### src/rtl/mem_access_stage.sv
// mem_access_stage: MEM-stage load/store engine, one bus transaction per memory instruction
// Ports: clk/reset (async, active-low); EX/MEM inputs ALU_result, Memory_Write_data,
//   MemRead, MemWrite, StoreType, LoadType, ExcCode; MEM_Stall_ext from MEM/WB;
//   bus_req/bus_we/bus_addr/bus_be/bus_wdata registered bus request, bus_ack/bus_rdata reply;
//   Mem_Stall to the hazard unit, Load_data formatted load result, Mem_ExcCode exception out.
module mem_access_stage #(
  parameter int TIMEOUT = 16
) (
  input  logic        clk,
  input  logic        reset,
  input  logic [31:0] ALU_result,
  input  logic [31:0] Memory_Write_data,
  input  logic        MemRead,
  input  logic        MemWrite,
  input  logic [1:0]  StoreType,
  input  logic [2:0]  LoadType,
  input  logic [1:0]  ExcCode,
  input  logic        MEM_Stall_ext,
  input  logic        bus_ack,
  input  logic [31:0] bus_rdata,
  output logic        bus_req,
  output logic        bus_we,
  output logic [31:0] bus_addr,
  output logic [3:0]  bus_be,
  output logic [31:0] bus_wdata,
  output logic        Mem_Stall,
  output logic [31:0] Load_data,
  output logic [1:0]  Mem_ExcCode
);
  localparam int CW = $clog2(TIMEOUT);
  typedef enum logic [1:0] {IDLE, WAIT, DONE} state_t;
  state_t r_state, w_next;
  logic [CW-1:0] r_cnt;
  logic          r_err;
  logic [1:0]    w_sz;
  logic          w_mem, w_aligned, w_access, w_timeout;
  logic [3:0]    w_be;
  logic [31:0]   w_wdata, w_fmt;
  logic [7:0]    w_byte;
  logic [15:0]   w_half;
  assign w_mem = MemRead | MemWrite;
  // Access size: 0=word, 1=half, 2=byte; a store wins when both strobes are set.
  assign w_sz = MemWrite ? (StoreType == 2'd1 ? 2'd1 : StoreType == 2'd2 ? 2'd2 : 2'd0)
              : (LoadType == 3'd1 || LoadType == 3'd2) ? 2'd1
              : (LoadType == 3'd3 || LoadType == 3'd4) ? 2'd2 : 2'd0;
  assign w_aligned = w_sz == 2'd0 ? ALU_result[1:0] == 2'b00 : w_sz == 2'd1 ? ~ALU_result[0] : 1'b1;
  assign w_access  = w_mem & (ExcCode == 2'd0) & w_aligned;
  assign w_be = w_sz == 2'd0 ? 4'b1111 : w_sz == 2'd1 ? (ALU_result[1] ? 4'b1100 : 4'b0011)
              : 4'b0001 << ALU_result[1:0];
  assign w_wdata = w_sz == 2'd0 ? Memory_Write_data : w_sz == 2'd1 ? {2{Memory_Write_data[15:0]}}
                 : {4{Memory_Write_data[7:0]}};
  // EX/MEM is held while we stall, so the live address/type still describe the access in flight.
  assign w_byte = bus_rdata[{ALU_result[1:0], 3'b000} +: 8];
  assign w_half = ALU_result[1] ? bus_rdata[31:16] : bus_rdata[15:0];
  assign w_fmt = LoadType == 3'd1 ? {{16{w_half[15]}}, w_half}
               : LoadType == 3'd2 ? {16'h0000, w_half}
               : LoadType == 3'd3 ? {{24{w_byte[7]}}, w_byte}
               : LoadType == 3'd4 ? {24'h000000, w_byte} : bus_rdata;
  assign w_timeout = r_cnt == CW'(TIMEOUT - 1);
  assign Mem_ExcCode = ExcCode != 2'd0 ? ExcCode
                     : (r_state == DONE && r_err) ? 2'd3
                     : (w_mem & ~w_aligned) ? (MemWrite ? 2'd2 : 2'd1) : 2'd0;
  always_ff @(posedge clk or negedge reset)
    if (!reset) r_state <= IDLE;
    else r_state <= w_next;
  always_comb begin
    w_next    = r_state;
    Mem_Stall = 1'b0;
    case (r_state)
      IDLE: begin
        Mem_Stall = w_access;
        w_next    = w_access ? WAIT : IDLE;
      end
      WAIT: begin
        Mem_Stall = 1'b1;
        w_next    = (bus_ack | w_timeout) ? DONE : WAIT;
      end
      DONE: w_next = MEM_Stall_ext ? DONE : IDLE;
      default: w_next = IDLE;
    endcase
  end
  always_ff @(posedge clk or negedge reset)
    if (!reset) begin
      bus_req   <= 1'b0;
      bus_we    <= 1'b0;
      bus_addr  <= 32'h0;
      bus_be    <= 4'h0;
      bus_wdata <= 32'h0;
      Load_data <= 32'h0;
      r_err     <= 1'b0;
      r_cnt     <= '0;
    end else begin
      case (r_state)
        IDLE: if (w_access) begin
          bus_req   <= 1'b1;
          bus_we    <= MemWrite;
          bus_addr  <= {ALU_result[31:2], 2'b00};
          bus_be    <= w_be;
          bus_wdata <= w_wdata;
          r_cnt     <= '0;
        end
        // An ack in the timeout cycle takes priority over the error.
        WAIT: if (bus_ack) begin
          bus_req <= 1'b0;
          if (!bus_we) Load_data <= w_fmt;
        end else if (w_timeout) begin
          bus_req <= 1'b0;
          r_err   <= 1'b1;
        end else r_cnt <= r_cnt + 1'b1;
        DONE: if (!MEM_Stall_ext) r_err <= 1'b0;
        default: ;
      endcase
    end
endmodule

### config.mk
export PLATFORM = sky130hd
export DESIGN_NAME = mem_access_stage
export DESIGN_NICKNAME = d
export VERILOG_FILES = /design/src/rtl/mem_access_stage.sv
export SDC_FILE = /design/constraint.sdc
export NUM_CORES = 1
export LEC_CHECK = 0
export CAP_MARGIN = 30
export CORE_MARGIN = 3
export CORE_UTILIZATION = 30
export DETAILED_ROUTE_END_ITERATION = 8
export MAX_ROUTING_LAYER = met4
export PLACE_DENSITY_LB_ADDON = 0.08
export REMOVE_ABC_BUFFERS = 1
export SLEW_MARGIN = 30
export SYNTH_ARGS = -nofsm -noshare
export SYNTH_HDL_FRONTEND = slang
export SYNTH_SLANG_ARGS = --single-unit
### constraint.sdc
create_clock -name clk -period 2.6 [get_ports clk]
set_input_delay 0.52 -clock clk [delete_from_list [all_inputs] [get_ports clk]]
set_output_delay 0.52 -clock clk [all_outputs]
set_load 0.01 [all_outputs]
Word-level counts from Yosys, hierarchy flattened --
Cells that the tools add are included.
Storage, ports and cells: flip-flop bits (word level) 107, input bits 109
Cells by class: add/subtract/negate cells 1, equality and inequality tests 16, shift operators 2, multiplexer cells 38, bitwise logic cells 8, reductions and logical operators 15
Operator list (number):
- 32-bit two-way mux | 6
- 32-bit by 6-bit indexed part select with 8-bit output | 1
- 4-bit two-way mux | 6
- 2-bit two-way mux | 11
- 16-bit two-way mux | 1
- 2-bit != test, second input constant | 5
- 1-bit two-way mux | 9
- 2-bit zero test | 4
- 4-bit case mux with 2 select lines | 1
- 4-bit AND reduction | 2
- 2-bit by 1-bit == test with 1-bit output, second input constant | 3
- 3-bit by 2-bit == test with 1-bit output, second input constant | 2
- 1-bit case mux with 2 select lines | 3
- 2-bit case mux with 3 select lines | 1
- 3-bit AND reduction | 2
- 2-bit nonzero test | 3
- 4-bit by 1-bit adder with 4-bit output, second input constant | 1
- 2-bit == test, second input constant | 2
- 4-bit == test, second input constant | 1
- 1-bit by 2-bit left shift with 4-bit output, first input constant | 1
- 1-bit AND | 3
- 3-bit by 1-bit == test with 1-bit output, second input constant | 1
- 3-bit == test, second input constant | 1
- 3-bit != test, second input constant | 1
- other kinds (5) | 9

Longest topological paths before layout --
Gate-level depths: netlist (run 1).
depth in word-level cells 13, mapped depth 7, mapped depth without buffers 5

Least setup slack after synthesis (run 1) --
OpenSTA, ideal clock, no wires.
kind input port to output port, from input LoadType[1], to output Mem_Stall, arrival time 1.804 ns, path slack 0.276 ns, stages on the path 7, path buffers 2, cell sequence xor2_1 > and2_1 > buf_2 > o311ai_2 > a21oi_4 > buf_2 > nand2b_1
On the way: cells in the longest elaborated chain, start to end 10, elaborated cells between the ends (all ways) 15, those cells by class eq/ne: 5; mux: 6; bitwise: 1; reduce/logical: 3
Ends and longest elaborated chain:
- start, declared | RTL line 16 | input logic [2:0] LoadType,
- 3-bit by 2-bit == test with 1-bit output / 3-bit == test (equally long branches) | RTL line 45 | : (LoadType == 3'd3 || LoadType == 3'd4) ? 2'd2 : 2'd0;
- 1-bit logical OR | RTL line 45
- 2-bit two-way mux | RTL line 45
- 2-bit two-way mux (*) | RTL line 44 | : (LoadType == 3'd1 || LoadType == 3'd2) ? 2'd1
- 2-bit two-way mux (*) | RTL line 43 | assign w_sz = MemWrite ? (StoreType == 2'd1 ? 2'd1 : StoreType == 2'd2 ? 2'd2 : 2'd0)
- 2-bit by 1-bit == test with 1-bit output | RTL line 46 | assign w_aligned = w_sz == 2'd0 ? ALU_result[1:0] == 2'b00 : w_sz == 2'd1 ? ~ALU_result[0] : 1'b1;
- 1-bit two-way mux | RTL line 46
- 1-bit two-way mux (*) | RTL line 46
- 1-bit AND (*) | RTL line 47 | assign w_access = w_mem & (ExcCode == 2'd0) & w_aligned;
- 1-bit case mux with 2 select lines (*) | RTL line 69 | case (r_state)
- end, declared | RTL line 26 | output logic Mem_Stall,
Every way passes the cells marked *; elsewhere a longest branch is shown, timed or not.

Final worst setup path (run 1) --
from input MemWrite, to output Mem_ExcCode[1]
On the way: cells in the longest elaborated chain, start to end 9, elaborated cells between the ends (all ways) 12, those cells by class eq/ne: 1; mux: 7; bitwise: 3; reduce/logical: 1
Ends and longest elaborated chain:
- start, declared | RTL line 14 | input logic MemWrite,
- 2-bit two-way mux | RTL line 43
- 2-bit by 1-bit == test with 1-bit output | RTL line 46
- 1-bit two-way mux (2 in a row) | RTL line 46
- 1-bit NOT | RTL line 62 | : (w_mem & ~w_aligned) ? (MemWrite ? 2'd2 : 2'd1) : 2'd0;
- 1-bit AND | RTL line 62
- 2-bit two-way mux (*) | RTL line 62
- 2-bit two-way mux (*) | RTL line 61 | : (r_state == DONE && r_err) ? 2'd3
- 2-bit two-way mux (*) | RTL line 60 | assign Mem_ExcCode = ExcCode != 2'd0 ? ExcCode
- end, declared | RTL line 28 | output logic [1:0] Mem_ExcCode
Marks and branches as above.

==> run metrics, run 1 <==
Via Count=4695; final hold violation count=0; number of synthesized flops with an enable pin=0; largest net degree at the start of global routing=45; Adder-Cell Fraction of Synth Area=0.233%; mapped cell area=0.00537 mm2; critical path peak fanout=6; worst-margin pin slew=0.745 ns; Die Footprint=0.0195 mm2; total power=7.13 mW; post-synthesis simple-gate area fraction=8.11%; synthesis-to-layout area growth=56.6%; # clock sinks=107; RSZ-0062 raised after global routing=no; top_reg_cell synth=dfrtp_1; R2R Path End=bus_wdata[29]; Hold WC Path Type=primary input to async pin; Initial Util=30.8%; Rel. slew slack=50.3%; first-pass GRT wire length=26.9 mm; drt drc=0; Final Skew=0.00836 ns; vias in the first global route=4984; Post-DP Area=0.00807 mm2; CTS Buffer Depth=2; Netlist cell types=52; layout cell share with drive strength beyond 1=25.0%; Post-Layout Cell Count=958; power per cell area=848 mW/mm2; most common cell after layout, fill and taps aside=clkdlybuf4s50_1; slack of the critical path=0.0507 ns; slowest library cell on the worst path=clkdlybuf4s50_1; clock slew at reported path FFs=0.07 ns; post-synthesis sequential area ratio=49.8%; die width=140 um; WHS=0.0731 ns; Tcrit/Tclk final=98.0%; Placement Setup Slack=-0.526 ns; initial antenna violation count=0; most frequent cells in the layout=clkdlybuf4s50_1 (204), dfrtp_1 (107), mux2_2 (97); Register-to-Register Path Depth=6; Pre-antenna DRT Iters=4; Die H=140 um; Core Footprint=0.0174 mm2; Non-Filler Cell Area, Final=0.00841 mm2; Port-buffer cells=211; Total GRT Usage=17.8%; XOR/XNOR Fraction of Synth Area=0.326%; drt initial violations=203; grt ovf=0; Pleak=3.52 nW; FF-to-FF setup slack=0.36 ns; number of max-cap violations=0; DRT Wirelength=16.7 mm; Slew Limit Fails=0; CTS tree=done; Final Setup Violations=0; fin crit period=2.55 ns; crit-path cells=clkdlybuf4s50_1, buf_4, nand2_2, nor2_1, a21oi_1, o21bai_1, dlygate4sd2_1; largest family of logic cells by synthesized area=multiplexers; CP Class=primary input to output pin; FMAX=392 MHz; ys async rst share=100%; routability cong.=0.827; Root Driver=clkbuf_16; Row Count=48; Antenna Cells=0; Final HPWL DP=12.4 mm; Synth warnings=0; Worst setup EP type=output pin; clk_lat worst skew=0.35 ns; Synth Instances=483; Vias/cell=4.90; H-Tree Depth=3; Required @ worst endpoint=2.08 ns; antenna viol nets, final=0; syn_area_per_cell=11.1 um2; CTS Buf Count=9; arrival time worst endpoint=2.03 ns; outcome=finished, final reports clean; post-synthesis compound-gate area fraction=15.3%; DR WL/cell=17.5 um; setup_tns=0 ns; number of I/O pins=214; startpoint class of the critical path=primary input; Hold Buf Count CTS=0; nets@finish=838; worst r2r src=r_state[1]; #FFs+latches synth=107; placed cells=940; post-synthesis mux area share=22.2%; fin util=48.3%; Peak VDD IR=390 uV; Critical Path Max Stage Delay=0.58 ns
what timing repair did:
| action | 4_1_cts | 5_1_grt |
|---|---|---|
| setup endpoints to repair | 47 | 46 |
| pin swaps | 1 | 1 |
| resized for setup | 12 | 7 |
| cloned | 0 | 0 |
| buffers inserted | 1 | 1 |
where the power goes:
part           total, mW  switching [mW]  leakage (nW)  internal [mW]
logic               3.03            1.14          2.09           1.89
registers           2.71           0.381          1.29           2.33
clock network       1.39           0.643         0.143          0.750
total               7.13            2.16          3.52           4.97
cell families after synthesis:
kind of cell	after synthesis
fa+ha+maj	1
flops	107
xor+xnor	2
simple gates	97
mux	106
other cells	1
compound gates	124
buf+inv	45
flip-flops by register name (all words and copies together) (netlist names):
name       count
Load_data     32
bus_wdata     32
bus_addr      30
bus_be         4
r_cnt          4
r_state        2
bus_req        1
bus_we         1
r_err          1
cell type report:
cell class	instances	area, um2
clock buffers	10	229
fillers	1622	9010
well taps	225	282
flip-flops and latches	107	2680
repair buffers	263	2570
inverters	15	56.3
multi-input cells	332	2530
clock inverters	6	65.1
cells in the mapped netlist (3+ instances only):
cell type / number / area, um2
mux2_2: 97 / 1090
a222oi_1: 7 / 70.1
nand2_1: 61 / 229
clkbuf_1: 17 / 63.8
a21oi_1: 29 / 145
nor3_1: 3 / 15.0
o21ai_0: 48 / 240
mux2_1: 6 / 67.6
inv_1: 15 / 56.3
buf_4: 8 / 60.1
nand2b_1: 6 / 37.5
dfrtp_1: 107 / 2680
o22a_1: 16 / 140
nor2_1: 9 / 33.8
buf_2: 3 / 15.0
nor3b_1: 3 / 22.5
worst max path at each step:
| stage | start | end | slack, ns | cells past startpoint |
|---|---|---|---|---|
| 2_1_floorplan | LoadType[1] | Mem_Stall | -0.88 | 5 |
| 3_3_place_gp | LoadType[2] | Mem_ExcCode[0] | -0.52 | 7 |
| 3_5_place_dp | LoadType[2] | Mem_ExcCode[0] | -0.53 | 7 |
| 4_1_cts | ExcCode[1] | Mem_Stall | 0.01 | 6 |
| 5_1_grt | MemWrite | Mem_ExcCode[1] | 0.004 | 7 |
| 6_report | MemWrite | Mem_ExcCode[1] | 0.05 | 7 |
per-layer routing:
layer / vias up / GRT usage (%) / wire length [um]
met1: 2280 / 22.4 / 7210
met2: 165 / 27.7 / 7940
li1: 2224 / - / -
met5: - / - / 0
met4: 0 / 7.19 / 458
met3: 26 / 4.26 / 1120
worst max-delay path: cells and delay by family:
kind / cells / cell delay (ns)
buffers and inverters: 3 / 1.09
AND/OR/NAND/NOR: 2 / 0.23
AO/OA/AOI/OAI: 2 / 0.19
Note: power is estimated with default switching activity, not from simulation.
==> run 2, diff against run 1 <==
--- a/config.mk
+++ b/config.mk
@@ -11,7 +11,9 @@
 export DETAILED_ROUTE_END_ITERATION = 8
 export MAX_ROUTING_LAYER = met4
 export PLACE_DENSITY_LB_ADDON = 0.08
+export RECOVER_POWER = 50
 export REMOVE_ABC_BUFFERS = 1
+export SKIP_LAST_GASP = 1
 export SLEW_MARGIN = 30
 export SYNTH_ARGS = -nofsm -noshare
 export SYNTH_HDL_FRONTEND = slang
==> run 2 against run 1 <==
  * Final area decreased by 0.30%
  * Critical path type unchanged
  * Worst hold slack improved by 0.38 ns
  * Largest cell class unchanged
  * Power decreased by 2.0%
  * First-iteration DRC count decreased by 0.49%
  * Clock skew about the same
  * Clock power about the same
==> run metrics, run 2 (synthesized netlist as in run 1, its figures left out) <==
outcome=finished, final reports clean; vias in the first global route=4984; H-Tree Depth=3; slack of the critical path=0.0559 ns; arrival time worst endpoint=2.02 ns; Hold WC Path Type=primary input to async pin; die width=140 um; Vias/cell=4.90; Die H=140 um; Crit path max-delay family=buffers and inverters; Pre-antenna DRT Iters=5; total power=6.99 mW; slowest library cell on the worst path=clkdlybuf4s50_1; synthesis-to-layout area growth=56.1%; fin crit period=2.54 ns; CTS Buf Count=9; Total GRT Usage=17.8%; nets@finish=838; setup_tns=0 ns; CP Class=primary input to output pin; number of I/O pins=214; Final Setup Violations=0; Final HPWL DP=12.4 mm; Final Skew=0.00870 ns; CTS Buffer Depth=2; worst r2r src=r_state[1]; drt initial violations=202; critical path peak fanout=6; worst-margin pin slew=1.34 ns; largest net degree at the start of global routing=45; power per cell area=834 mW/mm2; most frequent cells in the layout=clkdlybuf4s50_1 (155), dfrtp_1 (107), mux2_2 (97); Tcrit/Tclk final=97.9%; Peak VDD IR=381 uV; Initial Util=30.8%; grt ovf=0; startpoint class of the critical path=primary input; RSZ-0062 raised after global routing=no; Critical Path Stages=7; biggest regs=Load_data: 32 flops, bus_wdata: 32 flops, bus_addr: 30 flops; Port-buffer cells=211; crit-path cells=clkdlybuf4s50_1, buf_4, nand2_2, nor2_1, a21oi_1, o21bai_1, dlygate4sd2_1; Required @ worst endpoint=2.08 ns; Row Count=48; Via Count=4695; R2R Path End=bus_wdata[29]; DRT Wirelength=16.7 mm; Antenna Cells=0; Post-Layout Cell Count=958; Buf/Inv on CP=3; final hold violation count=0; Placement Setup Slack=-0.526 ns; fillers=1628; DR WL/cell=17.4 um; CTS tree=done; Pleak=3.54 nW; number of max-cap violations=0; Register-to-Register Path Depth=6; drt drc=0; Worst setup EP type=output pin; Critical Path Max Stage Delay=0.58 ns; clock slew at reported path FFs=0.07 ns; clk_lat worst skew=0.35 ns; Rel. slew slack=10.4%; Die Footprint=0.0195 mm2; # clock sinks=107; WHS=0.457 ns; Slew Limit Fails=0; first-pass GRT wire length=26.9 mm; most common cell after layout, fill and taps aside=clkdlybuf4s50_1; FF-to-FF setup slack=0.36 ns; routability cong.=0.827; placed cells=940; Core Footprint=0.0174 mm2; FMAX=393 MHz; Root Driver=clkbuf_16; initial antenna violation count=0; layout cell share with drive strength beyond 1=24.7%; antenna viol nets, final=0
==> run 2: through the flow <==
step	area [um2]	utilization (%)
after floorplan	5220	-
after global placement	8070	46.3
after detailed placement	8070	46.4
after CTS	8380	48.1
after global routing	8390	48.1
final	8390	48.1
==> run 2: per-layer routing <==
| layer | vias up | part of all wire, % | global-route usage [%] |
|---|---|---|---|
| met5 | - | 0 | - |
| met4 | 0 | 2.8 | 7.19 |
| met3 | 26 | 6.8 | 4.26 |
| met2 | 173 | 47 | 27.7 |
| met1 | 2269 | 43 | 22.4 |
| li1 | 2227 | - | - |
==> run 2: final cells by class <==
| type | count | area (um2) | share of cell area (%) |
|---|---|---|---|
| tap | 225 | 282 | 3.36 |
| clock buffer | 10 | 229 | 2.73 |
| inverter | 15 | 56.3 | 0.671 |
| timing repair buffer | 263 | 2540 | 30.3 |
| multi-input combinational | 332 | 2530 | 30.2 |
| sequential | 107 | 2680 | 31.9 |
| clock inverter | 6 | 65.1 | 0.776 |
==> run 2: where the power goes <==
| part | internal, mW | switching (mW) | total, mW |
|---|---|---|---|
| clock | 0.750 | 0.640 | 1.39 |
| combinational | 1.77 | 1.14 | 2.90 |
| sequential | 2.33 | 0.365 | 2.70 |
| total | 4.85 | 2.14 | 6.99 |
==> run 2: worst max path at each step <==
stage	to	slack, ns	start
3_3_place_gp	Mem_ExcCode[0]	-0.52	LoadType[2]
5_1_grt	Mem_ExcCode[1]	0.004	MemWrite
3_5_place_dp	Mem_ExcCode[0]	-0.53	LoadType[2]
2_1_floorplan	Mem_Stall	-0.88	LoadType[1]
4_1_cts	Mem_Stall	0.01	ExcCode[1]
6_report	Mem_ExcCode[1]	0.06	MemWrite
==> run 2: timing repair <==
item,CTS,global route
hold buffers,0,0
pin swaps,1,1
cloned,0,0
buffers inserted,1,1
gates resized for setup,12,7
endpoints found under the setup margin,47,46
==> run 3, diff against run 2 <==
--- a/config.mk
+++ b/config.mk
@@ -6,7 +6,7 @@
 export NUM_CORES = 1
 export LEC_CHECK = 0
 export CAP_MARGIN = 30
-export CORE_MARGIN = 3
+export CORE_MARGIN = 10
 export CORE_UTILIZATION = 30
 export DETAILED_ROUTE_END_ITERATION = 8
 export MAX_ROUTING_LAYER = met4
==> run 3 against run 2 <==
  * The run now ends with max-slew violations left
  * Critical path type unchanged
  * Combinational power up 2%
  * Routed wire length increased by 11%
  * Clock-buffer cell count grew 2
  * Non-clock buffer count is 1 lower
  * Fmax grew 0.66%
  * Highest routed layer unchanged
  * Sequential power about the same
  * Worst setup slack gained 0.017 ns
==> run metrics, run 3 (synthesized netlist as in run 1, its figures left out) <==
layout cell share with drive strength beyond 1=24.6%; first-pass GRT wire length=28.6 mm; violated checks=max-slew violations; Worst Min Path Start=Load_data[13]; Peak VDD IR=350 uV; FMAX=396 MHz; worst r2r src=r_state[0]; Worst setup EP type=output pin; Final HPWL DP=13.8 mm; clk_lat worst skew=0.36 ns; Via Count=4704; Hold Buf Count CTS=0; critical path peak fanout=7; biggest regs=Load_data: 32 flops, bus_wdata: 32 flops, bus_addr: 30 flops; antenna viol nets, final=0; Core Footprint=0.0174 mm2; Slew Limit Fails=107; DRT Wirelength=18.5 mm; power per cell area=836 mW/mm2; Post-DP Area=0.00807 mm2; die width=154 um; Vias/cell=4.91; drt initial violations=205; DR WL/cell=19.3 um; CTS tree=done; Initial Util=30.8%; fin crit period=2.53 ns; Row Count=48; Final Setup Violations=0; Final Skew=0.00994 ns; Rel. slew slack=-0.732%; outcome=finished, violations left; Pre-antenna DRT Iters=7; CP Class=primary input to output pin; FF-to-FF setup slack=0.37 ns; R2R Path End=bus_wdata[8]; H-Tree Depth=3; Hold EP=Load_data[13]; drt drc=0; Total GRT Usage=15.6%; RSZ-0062 raised after global routing=no; Tcrit/Tclk final=97.2%; Die Footprint=0.0237 mm2; synthesis-to-layout area growth=55.4%; Port-buffer cells=211; Die H=154 um; grt ovf=0; most common cell after layout, fill and taps aside=clkdlybuf4s50_1; CTS Buffer Depth=2; largest net degree at the start of global routing=108; WHS=0.476 ns; final hold violation count=0; Register-to-Register Path Depth=6; vias in the first global route=5156; hold-critical path depth=2; Non-Filler Cell Area, Final=0.00835 mm2; nets@finish=837; clock slew at reported path FFs=0.07 ns; initial antenna violation count=1; fillers=1627; worst-margin pin slew=1.51 ns; arrival time worst endpoint=2.01 ns; startpoint class of the critical path=primary input; Pleak=3.53 nW; Hold WC Path Type=flop to flop; most frequent cells in the layout=clkdlybuf4s50_1 (156), dfrtp_1 (107), mux2_2 (97); CTS Buf Count=9; routability cong.=0.852; Required @ worst endpoint=2.08 ns; number of max-cap violations=0; # clock sinks=107; number of I/O pins=214; Root Driver=clkbuf_16
## run 3: cell count changes in the layout (fill, tap and decap cells not counted), sizes merged
| cell | delta |
|---|---|
| buf | +2 |
| bufinv | -1 |
| clkdlybuf4s15 | -1 |
| clkdlybuf4s50 | +1 |
| clkinv | -1 |
| clkinvlp | +1 |
| diode | +1 |
| dlygate4sd3 | -1 |
| inv | -1 |
## run 3: layout make-up
type / instances / area [um2] / area share, %
Antenna cell: 1 / 2.50 / 0.0300
Clock buffer: 12 / 256 / 3.07
Clock inverter: 4 / 25.0 / 0.300
Inverter: 15 / 56.3 / 0.674
Multi-Input combinational cell: 332 / 2510 / 30.0
Sequential cell: 107 / 2680 / 32.1
Tap cell: 225 / 282 / 3.37
Timing Repair Buffer: 262 / 2540 / 30.5
## run 3: worst max-delay path by stage
| stage | startpoint | end |
|---|---|---|
| after global placement | LoadType[2] | Mem_ExcCode[0] |
| after floorplan | LoadType[1] | Mem_Stall |
| final | ALU_result[1] | Mem_ExcCode[1] |
| after CTS | ALU_result[1] | Mem_ExcCode[1] |
| after global routing | ALU_result[1] | Mem_ExcCode[1] |
| after detailed placement | LoadType[2] | Mem_ExcCode[0] |
## run 3: critical path, stage by stage
cell and delay (ns):
clkdlybuf4s50_1 0.46, buf_4 0.16, buf_4 0.15, a21oi_1 0.15, nor2_1 0.07, a21oi_1 0.13
o21bai_1 0.07, dlygate4sd2_1 0.29
## run 3: report_power, final
part           internal, mW  total, mW  switching (mW)
Combinational          1.76       2.95            1.19
Sequential             2.33       2.69           0.360
Clock                 0.701       1.34           0.640
## run 3: timing repair
item | in CTS | in global routing
buffers inserted | 2 | 0
endpoints found under the hold margin | 0 | 0
pin swaps | 1 | 0
resized for setup | 12 | 3
endpoints found under the setup margin | 11 | 10
## run 3: per-layer routing
metal / wire [um] / vias up / track usage [%]
li1: - / 2222 / -
met1: 7610 / 2307 / 18.2
met3: 1500 / 13 / 5.47
met2: 9080 / 162 / 24.8
met5: 0 / - / -
met4: 264 / 0 / 4.81
## run 3: stage by stage
stage	TNS (ns)	worst slack (ns)	instances	util, %	power, mW
3_3_place_gp	-23.63	-0.536	939	46.3	5.81
4_1_cts	0	0.0580	957	47.9	7.24
5_1_grt	0	0.00378	958	47.9	7.43
3_5_place_dp	-25.36	-0.546	939	46.3	5.87
6_report	0	0.0726	958	47.9	6.98
2_1_floorplan	-42.91	-0.878	454	-	3.86
